### config.mk
export PLATFORM = sky130hd
export DESIGN_NAME = decode_stage
export DESIGN_NICKNAME = d
export VERILOG_FILES = /design/src/rtl/decode_pkg.sv /design/src/rtl/decode_comb.sv /design/src/rtl/decode_stage.sv
export SDC_FILE = /design/constraint.sdc
export NUM_CORES = 1
export LEC_CHECK = 0
export BUFFER_PORTS_ARGS = -buffer_cell sky130_fd_sc_hd__buf_4
export CORE_ASPECT_RATIO = 1.75
export CORE_UTILIZATION = 40
export DETAILED_ROUTE_END_ITERATION = 8
export HOLD_SLACK_MARGIN = 0.15
export PLACE_DENSITY = 0.61
export SLEW_MARGIN = 20
export SYNTH_ARGS = -nofsm -noshare
export SYNTH_HDL_FRONTEND = slang
export SYNTH_HIERARCHICAL = 1
export SYNTH_SLANG_ARGS = --single-unit
### constraint.sdc
create_clock -name clk -period 3.05 [get_ports clk]
set_input_delay 0.61 -clock clk [delete_from_list [all_inputs] [get_ports clk]]
set_output_delay 0.61 -clock clk [all_outputs]
set_load 0.05 [all_outputs]
### src/rtl/decode_pkg.sv
// Shared RV32 decode definitions: opcodes, ALU control codes and the decoded
// bundle handed from decode to execute.
package decode_pkg;

    localparam logic [6:0] OPC_LUI    = 7'b0110111;
    localparam logic [6:0] OPC_AUIPC  = 7'b0010111;
    localparam logic [6:0] OPC_JAL    = 7'b1101111;
    localparam logic [6:0] OPC_JALR   = 7'b1100111;
    localparam logic [6:0] OPC_BRANCH = 7'b1100011;
    localparam logic [6:0] OPC_LOAD   = 7'b0000011;
    localparam logic [6:0] OPC_STORE  = 7'b0100011;
    localparam logic [6:0] OPC_OPIMM  = 7'b0010011;
    localparam logic [6:0] OPC_OP     = 7'b0110011;

    localparam logic [6:0] F7_BASE = 7'b0000000;
    localparam logic [6:0] F7_ALT  = 7'b0100000;
    localparam logic [6:0] F7_MULDIV = 7'b0000001;

    localparam logic [4:0] CTL_AND  = 5'd0;
    localparam logic [4:0] CTL_OR   = 5'd1;
    localparam logic [4:0] CTL_ADD  = 5'd2;
    localparam logic [4:0] CTL_XOR  = 5'd3;
    localparam logic [4:0] CTL_SLL  = 5'd4;
    localparam logic [4:0] CTL_SRL  = 5'd5;
    localparam logic [4:0] CTL_SUB  = 5'd6;
    localparam logic [4:0] CTL_SLT  = 5'd7;
    localparam logic [4:0] CTL_SLTU = 5'd13;
    localparam logic [4:0] CTL_SRA  = 5'd15;
    localparam logic [4:0] CTL_MUL  = 5'd16;
    localparam logic [4:0] CTL_NONE = 5'd31;

    typedef enum logic [2:0] {
        IMM_NONE,
        IMM_I,
        IMM_S,
        IMM_B,
        IMM_U,
        IMM_J
    } imm_fmt_e;

    // The immediate is kept at its 32-bit encoded width; consumers sign-extend to XLEN.
    typedef struct packed {
        logic [31:0] imm;
        logic [4:0]  ctl;
        logic        src_imm;
        logic        src_pc;
        logic [4:0]  rs1;
        logic [4:0]  rs2;
        logic [4:0]  rd;
        logic [2:0]  funct3;
        logic        reg_write;
        logic        mem_read;
        logic        mem_write;
        logic        branch;
        logic        jump;
        logic        illegal;
    } dec_bundle_t;

    localparam int DEC_BUNDLE_W = $bits(dec_bundle_t);

    function automatic logic [31:0] build_imm(input logic [31:0] instr, input imm_fmt_e fmt);
        logic [31:0] imm;
        case (fmt)
            IMM_I:   imm = {{20{instr[31]}}, instr[31:20]};
            IMM_S:   imm = {{20{instr[31]}}, instr[31:25], instr[11:7]};
            IMM_B:   imm = {{19{instr[31]}}, instr[31], instr[7], instr[30:25], instr[11:8], 1'b0};
            IMM_U:   imm = {instr[31:12], 12'h000};
            IMM_J:   imm = {{11{instr[31]}}, instr[31], instr[19:12], instr[20], instr[30:21], 1'b0};
            default: imm = 32'h0000_0000;
        endcase
        return imm;
    endfunction

    // Register-register / register-immediate ALU op selected by funct3 alone.
    function automatic logic [4:0] base_alu_ctl(input logic [2:0] funct3);
        logic [4:0] ctl;
        case (funct3)
            3'd0:    ctl = CTL_ADD;
            3'd1:    ctl = CTL_SLL;
            3'd2:    ctl = CTL_SLT;
            3'd3:    ctl = CTL_SLTU;
            3'd4:    ctl = CTL_XOR;
            3'd5:    ctl = CTL_SRL;
            3'd6:    ctl = CTL_OR;
            default: ctl = CTL_AND;
        endcase
        return ctl;
    endfunction

endpackage

### src/rtl/decode_comb.sv
// Pure combinational RV32I(+M) instruction decoder producing a packed decode bundle.
module decode_comb
    import decode_pkg::*;
#(
    parameter bit ENABLE_M = 1'b0
) (
    input  logic [31:0]             instr,
    output logic [DEC_BUNDLE_W-1:0] bundle
);

    dec_bundle_t d;
    imm_fmt_e    fmt;
    logic [6:0]  opcode;
    logic [2:0]  f3;
    logic [6:0]  f7;
    logic        writes;
    logic        uses_rs1;
    logic        uses_rs2;
    logic        illegal;

    assign opcode = instr[6:0];
    assign f3     = instr[14:12];
    assign f7     = instr[31:25];

    always_comb begin
        d        = '0;
        fmt      = IMM_NONE;
        writes   = 1'b0;
        uses_rs1 = 1'b0;
        uses_rs2 = 1'b0;
        illegal  = 1'b0;
        d.ctl    = CTL_ADD;
        d.funct3 = f3;

        case (opcode)
            OPC_LUI: begin
                fmt       = IMM_U;
                writes    = 1'b1;
                d.src_imm = 1'b1;
            end
            OPC_AUIPC: begin
                fmt       = IMM_U;
                writes    = 1'b1;
                d.src_imm = 1'b1;
                d.src_pc  = 1'b1;
            end
            OPC_JAL: begin
                fmt       = IMM_J;
                writes    = 1'b1;
                d.src_imm = 1'b1;
                d.src_pc  = 1'b1;
                d.jump    = 1'b1;
            end
            OPC_JALR: begin
                fmt       = IMM_I;
                writes    = 1'b1;
                uses_rs1  = 1'b1;
                d.src_imm = 1'b1;
                d.jump    = 1'b1;
                illegal   = (f3 != 3'd0);
            end
            OPC_BRANCH: begin
                fmt      = IMM_B;
                uses_rs1 = 1'b1;
                uses_rs2 = 1'b1;
                d.branch = 1'b1;
                case (f3)
                    3'd0, 3'd1: d.ctl = CTL_SUB;
                    3'd4, 3'd5: d.ctl = CTL_SLT;
                    3'd6, 3'd7: d.ctl = CTL_SLTU;
                    default:    illegal = 1'b1;
                endcase
            end
            OPC_LOAD: begin
                fmt        = IMM_I;
                writes     = 1'b1;
                uses_rs1   = 1'b1;
                d.src_imm  = 1'b1;
                d.mem_read = 1'b1;
                illegal    = (f3 == 3'd3) || (f3 == 3'd6) || (f3 == 3'd7);
            end
            OPC_STORE: begin
                fmt         = IMM_S;
                uses_rs1    = 1'b1;
                uses_rs2    = 1'b1;
                d.src_imm   = 1'b1;
                d.mem_write = 1'b1;
                illegal     = (f3 > 3'd2);
            end
            OPC_OPIMM: begin
                fmt       = IMM_I;
                writes    = 1'b1;
                uses_rs1  = 1'b1;
                d.src_imm = 1'b1;
                d.ctl     = base_alu_ctl(f3);
                // Shift-immediates reuse funct7 as an opcode extension, not as immediate bits.
                if (f3 == 3'd1) begin
                    illegal = (f7 != F7_BASE);
                end else if (f3 == 3'd5) begin
                    if (f7 == F7_ALT) begin
                        d.ctl = CTL_SRA;
                    end else if (f7 != F7_BASE) begin
                        illegal = 1'b1;
                    end
                end
            end
            OPC_OP: begin
                writes   = 1'b1;
                uses_rs1 = 1'b1;
                uses_rs2 = 1'b1;
                if (f7 == F7_BASE) begin
                    d.ctl = base_alu_ctl(f3);
                end else if (f7 == F7_ALT && f3 == 3'd0) begin
                    d.ctl = CTL_SUB;
                end else if (f7 == F7_ALT && f3 == 3'd5) begin
                    d.ctl = CTL_SRA;
                end else if (f7 == F7_MULDIV && ENABLE_M) begin
                    d.ctl = CTL_MUL | {2'b00, f3};
                end else begin
                    illegal = 1'b1;
                end
            end
            default: illegal = 1'b1;
        endcase

        d.imm     = build_imm(instr, fmt);
        d.rs1     = uses_rs1 ? instr[19:15] : 5'd0;
        d.rs2     = uses_rs2 ? instr[24:20] : 5'd0;
        d.illegal = illegal;
        if (illegal) begin
            d.ctl       = CTL_NONE;
            d.mem_read  = 1'b0;
            d.mem_write = 1'b0;
            d.branch    = 1'b0;
            d.jump      = 1'b0;
        end
        d.reg_write = writes && !illegal && (instr[11:7] != 5'd0);
        d.rd        = d.reg_write ? instr[11:7] : 5'd0;
    end

    assign bundle = d;

endmodule

### src/rtl/decode_stage.sv
// RV32 decode stage: combinational decode in front of a two-entry skid buffer
// holding already-decoded bundles, with valid/ready on both sides and flush.
//
//  state   | meaning
//  S_EMPTY | nothing buffered, out_valid low
//  S_ONE   | output register holds a bundle, skid free
//  S_TWO   | output and skid both full, in_ready low
module decode_stage
    import decode_pkg::*;
#(
    parameter int XLEN     = 32,
    parameter int CTL_W    = 5,
    parameter bit ENABLE_M = 1'b0
) (
    input  logic             clk,
    input  logic             rst,
    input  logic             flush,
    input  logic             in_valid,
    output logic             in_ready,
    input  logic [31:0]      in_instr,
    input  logic [XLEN-1:0]  in_pc,
    output logic             out_valid,
    input  logic             out_ready,
    output logic [XLEN-1:0]  out_pc,
    output logic [XLEN-1:0]  out_imm,
    output logic [CTL_W-1:0] out_ctl,
    output logic             out_src_imm,
    output logic             out_src_pc,
    output logic [4:0]       out_rs1,
    output logic [4:0]       out_rs2,
    output logic [4:0]       out_rd,
    output logic [2:0]       out_funct3,
    output logic             out_reg_write,
    output logic             out_mem_read,
    output logic             out_mem_write,
    output logic             out_branch,
    output logic             out_jump,
    output logic             out_illegal
);

    typedef enum logic [1:0] {
        S_EMPTY,
        S_ONE,
        S_TWO
    } buf_state_e;

    buf_state_e              state, state_nxt;
    logic [DEC_BUNDLE_W-1:0] dec_bits;
    dec_bundle_t             dec;
    dec_bundle_t             out_b;
    dec_bundle_t             skid_b;
    logic [XLEN-1:0]         out_pc_q;
    logic [XLEN-1:0]         skid_pc;
    logic                    in_ready_q;
    logic                    accept;
    logic                    emit;
    logic                    load_out_in;
    logic                    load_out_skid;
    logic                    load_skid;

    decode_comb #(.ENABLE_M(ENABLE_M)) u_decode_comb (
        .instr  (in_instr),
        .bundle (dec_bits)
    );

    assign dec    = dec_bundle_t'(dec_bits);
    assign accept = in_valid && in_ready_q;
    assign emit   = out_valid && out_ready;

    always_comb begin
        state_nxt     = state;
        load_out_in   = 1'b0;
        load_out_skid = 1'b0;
        load_skid     = 1'b0;
        if (flush) begin
            state_nxt = S_EMPTY;
        end else begin
            case (state)
                S_EMPTY: begin
                    if (accept) begin
                        load_out_in = 1'b1;
                        state_nxt   = S_ONE;
                    end
                end
                S_ONE: begin
                    if (accept && emit) begin
                        load_out_in = 1'b1;
                    end else if (accept) begin
                        load_skid = 1'b1;
                        state_nxt = S_TWO;
                    end else if (emit) begin
                        state_nxt = S_EMPTY;
                    end
                end
                S_TWO: begin
                    if (emit) begin
                        load_out_skid = 1'b1;
                        state_nxt     = S_ONE;
                    end
                end
                default: state_nxt = S_EMPTY;
            endcase
        end
    end

    // in_ready is registered from the next state so it never depends on out_ready combinationally.
    always_ff @(posedge clk) begin
        if (rst) begin
            state      <= S_EMPTY;
            in_ready_q <= 1'b0;
            out_b      <= '0;
            out_pc_q   <= '0;
            skid_b     <= '0;
            skid_pc    <= '0;
        end else begin
            state      <= state_nxt;
            in_ready_q <= (state_nxt != S_TWO);
            if (load_out_in) begin
                out_b    <= dec;
                out_pc_q <= in_pc;
            end else if (load_out_skid) begin
                out_b    <= skid_b;
                out_pc_q <= skid_pc;
            end
            if (load_skid) begin
                skid_b  <= dec;
                skid_pc <= in_pc;
            end
        end
    end

    assign in_ready      = in_ready_q;
    assign out_valid     = (state != S_EMPTY);
    assign out_pc        = out_pc_q;
    assign out_imm       = XLEN'($signed(out_b.imm));
    assign out_ctl       = CTL_W'(out_b.ctl);
    assign out_src_imm   = out_b.src_imm;
    assign out_src_pc    = out_b.src_pc;
    assign out_rs1       = out_b.rs1;
    assign out_rs2       = out_b.rs2;
    assign out_rd        = out_b.rd;
    assign out_funct3    = out_b.funct3;
    assign out_reg_write = out_b.reg_write;
    assign out_mem_read  = out_b.mem_read;
    assign out_mem_write = out_b.mem_write;
    assign out_branch    = out_b.branch;
    assign out_jump      = out_b.jump;
    assign out_illegal   = out_b.illegal;

endmodule

==> out/metrics.yaml <==
path_clk_slew_ns: 0.07
p_total_mw: 5.90
portBuffers: 165
post_cts_resized: 0
place_area_sq_um: 11100
fin_ws_ns: 0.688
min_path_type: "input pin to register"
rsz0062_at_grt: "no"
placeableCoreArea_sq_um: 23900
start_util_pct: 40.7
clk-insertion-delay-late_ns: 0.44
slew_headroom_pct: 43.5
criticalPathCategory: "input pin to register"
num-fill-cells: 2363
finalClockSkew_ns: 0.00658
dr.pass1.iters: 5
async_flop_share_pct: 0
core.rowCount: 75
powerDensity_nw_per_um2: 502
gr-max-usage-layer: "met2"
synth_cell_type_count: 59
leakagePower_nw: 4.21
post_cts_buffers: 0
met1_usage_pct: 29.1
die_area_sq_um: 25000
cp_data_required_time_ns: 3.36
cts_buffer_depth: 2
grt.met2_usage_pct: 40.6
cts-htree-levels: 4
slowest_delay_ns: 0.64
grt_max_degree: 106
via_per_inst: 5.82
critPathTopFamily: "simple AND/OR/NAND/NOR gates"
use_met3_pct: 3.76
slew_viol_final: 0
drive_above_1_share_pct: 25.6
io_pins: 166
vias: 9154
gp_congestion: 0.873
path_buf_inv: 1
areaGrowthSynthToFinish_pct: 20.6
antenna_cells: 0
cts.sinks: 193
ys_seq_area_share_pct: 39.7
cts_buffers: 17
synth.cell_area_sq_um: 9740
synth_edf_count: 0
synth_nets: 1237
timing.reg2reg.setup_slack_ns: 0.94
avgSynthCellArea_sq_um: 8.34
fp.dieW_microns: 120
fin_area_sq_um: 11700
yosys_warnings: 6
maxCapViolations: 0
internal_power_mw: 4.25
fin_crit_ns: 2.36
cp_data_arrival_time_ns: 2.68
cp_slowest_cell: "nor4b_1"
pwr-share-clk_pct: 41.1
grt_pass1_vias: 8630
cts_tree: "built"
critPathLaunchType: "input pin"
wl_per_cell_microns: 18.9
grt_antenna_before_repair: 0
tns_ns: 0
die_h_microns: 208
final_antenna_net_count: 0
vdd_drop_max_v: 0.000338
status: "finished, final reports clean"
finalHoldViolations: 0
drc: 0
finalNetCount: 1321
crit_chain: "buf_4, and2_1, nand2b_1, nor4b_1, nor2_1, a22o_1, nor3_1, a311oi_2"
synthCells: 1168
worst_pin_slew_ns: 0.848
grt_use_total_pct: 23.9
gr-total-overflow: 0
fmax_ghz: 0.423
crit_path_max_fanout: 6
wl_mm: 29.7
setup_viol: 0
root_buffer: "clkbuf_16"
p_seq_share_pct: 44.6
switching_share_pct: 27.9
synth_seq_cells: 193
ys.flop_type: "dfxtp_1"
first_iter_violations: 774
cp-end-kind: "register"
pwr-share-comb_pct: 14.3
hpwlAfterDp_mm: 19.4
min_period_over_period_pct: 77.4
cts_hold_buf: 0
post-place-ws_ns: 0.232
switchingPower_mw: 1.65
grt_pass1_wl_mm: 47.2
-- stage by stage --
step | instances | hold slack, ns | utilization [%]
floorplan | 1168 | 0.454 | -
global placement | 1541 | 0.459 | 46.4
detailed placement | 1541 | 0.466 | 46.4
CTS | 1573 | 0.381 | 49.1
global route | 1573 | 0.402 | 49.1
finish | 1573 | 0.403 | 49.1
-- cell type report --
class / instances / area [sq um] / area share [%]
clock inverters: 15 / 203 / 1.73
multi-input cells: 836 / 5120 / 43.6
repair buffers: 199 / 1730 / 14.7
inverters: 5 / 21.3 / 0.181
clock buffers: 17 / 425 / 3.62
flip-flops and latches: 193 / 3860 / 32.9
well taps: 308 / 385 / 3.28
-- flip-flops by register name, summed over array words and instances (netlist names) --
signal,count
out_ctl,5
out_rd,5
out_rs2,5
out_pc,32
skid_b,63
out_imm,32
out_funct3,3
state,2
skid_pc,32
out_mem_read,1
out_mem_write,1
out_src_imm,1
out_branch,1
out_illegal,1
out_rs1,5
in_ready,1
out_jump,1
out_reg_write,1
out_src_pc,1
-- logic make-up after synthesis --
family,Yosys count,synth area share [%]
flip-flops,193,39.7
buffers and inverters,139,8.32
AND/OR/NAND/NOR,487,24.0
XOR/XNOR,1,0.0900
AO/OA/AOI/OAI,348,27.9
-- power by group through the flow --
stage | clock network (mW) | registers, mW | logic, mW
after floorplan | 0 | 2.90 | 0.334
after global placement | 0 | 2.69 | 0.843
after detailed placement | 0 | 2.69 | 0.845
after CTS | 2.49 | 2.63 | 0.848
after global routing | 2.59 | 2.63 | 0.893
final | 2.43 | 2.63 | 0.843
-- layer usage --
layer  up-vias  routed length (microns)
met5         -                        0
met4         0                     1190
met3        57                     1200
met2       277                    15200
li1       4414                        -
met1      4406                    12100
-- cell usage after synthesis, types with 8 or more instances --
| cell type | n | area, sq um |
|---|---|---|
| buf_6 | 19 | 214 |
| nor3_1 | 102 | 510 |
| a21oi_1 | 103 | 515 |
| a311oi_2 | 74 | 1110 |
| buf_4 | 24 | 180 |
| nand2_1 | 203 | 762 |
| dfxtp_1 | 193 | 3860 |
| o21ai_0 | 103 | 515 |
| nor2_1 | 18 | 67.6 |
| nor2b_1 | 8 | 50.1 |
| nand3_1 | 100 | 500 |
| a311oi_1 | 21 | 184 |
| and2_1 | 19 | 119 |
| buf_2 | 42 | 210 |
| a21o_1 | 19 | 143 |
| clkbuf_1 | 49 | 184 |
| and3_1 | 8 | 50.1 |
-- cell usage in the layout, fill, tap and decap left out, types with 2 or more instances in the layout --
cell,n
nor4_2,2
nand4b_1,2
nand3_1,100
o311ai_0,2
and4bb_4,2
nand2b_1,2
a22o_1,4
o22ai_1,2
nor3_1,102
and3_1,8
and2_1,19
nor2b_1,7
clkinvlp_4,2
a211oi_1,3
a21o_1,19
inv_1,4
buf_12,18
clkinv_2,3
clkbuf_16,17
nor4_1,2
dfxtp_1,193
nor2_1,18
nand4bb_4,2
a21oi_1,103
o21a_1,2
a311oi_2,74
or2_2,3
bufinv_16,4
nand2_1,203
a311oi_1,21
buf_4,180
o21ai_0,103
inv_6,6
or4_1,2
-- path summary, 6_finish.rpt --
path,from,to,depth (start not counted)
max,in_instr[1],out_imm[3]$_SDFFE_PP0P_,8
min,flush,state[1]$_SDFF_PP0_,2
max reg2reg,state[1]$_SDFF_PP0_,out_imm[11]$_SDFFE_PP0P_,4
min reg2reg,skid_pc[1]$_SDFFE_PP0P_,skid_pc[1]$_SDFFE_PP0P_,2
(Power assumes the default switching activity.)
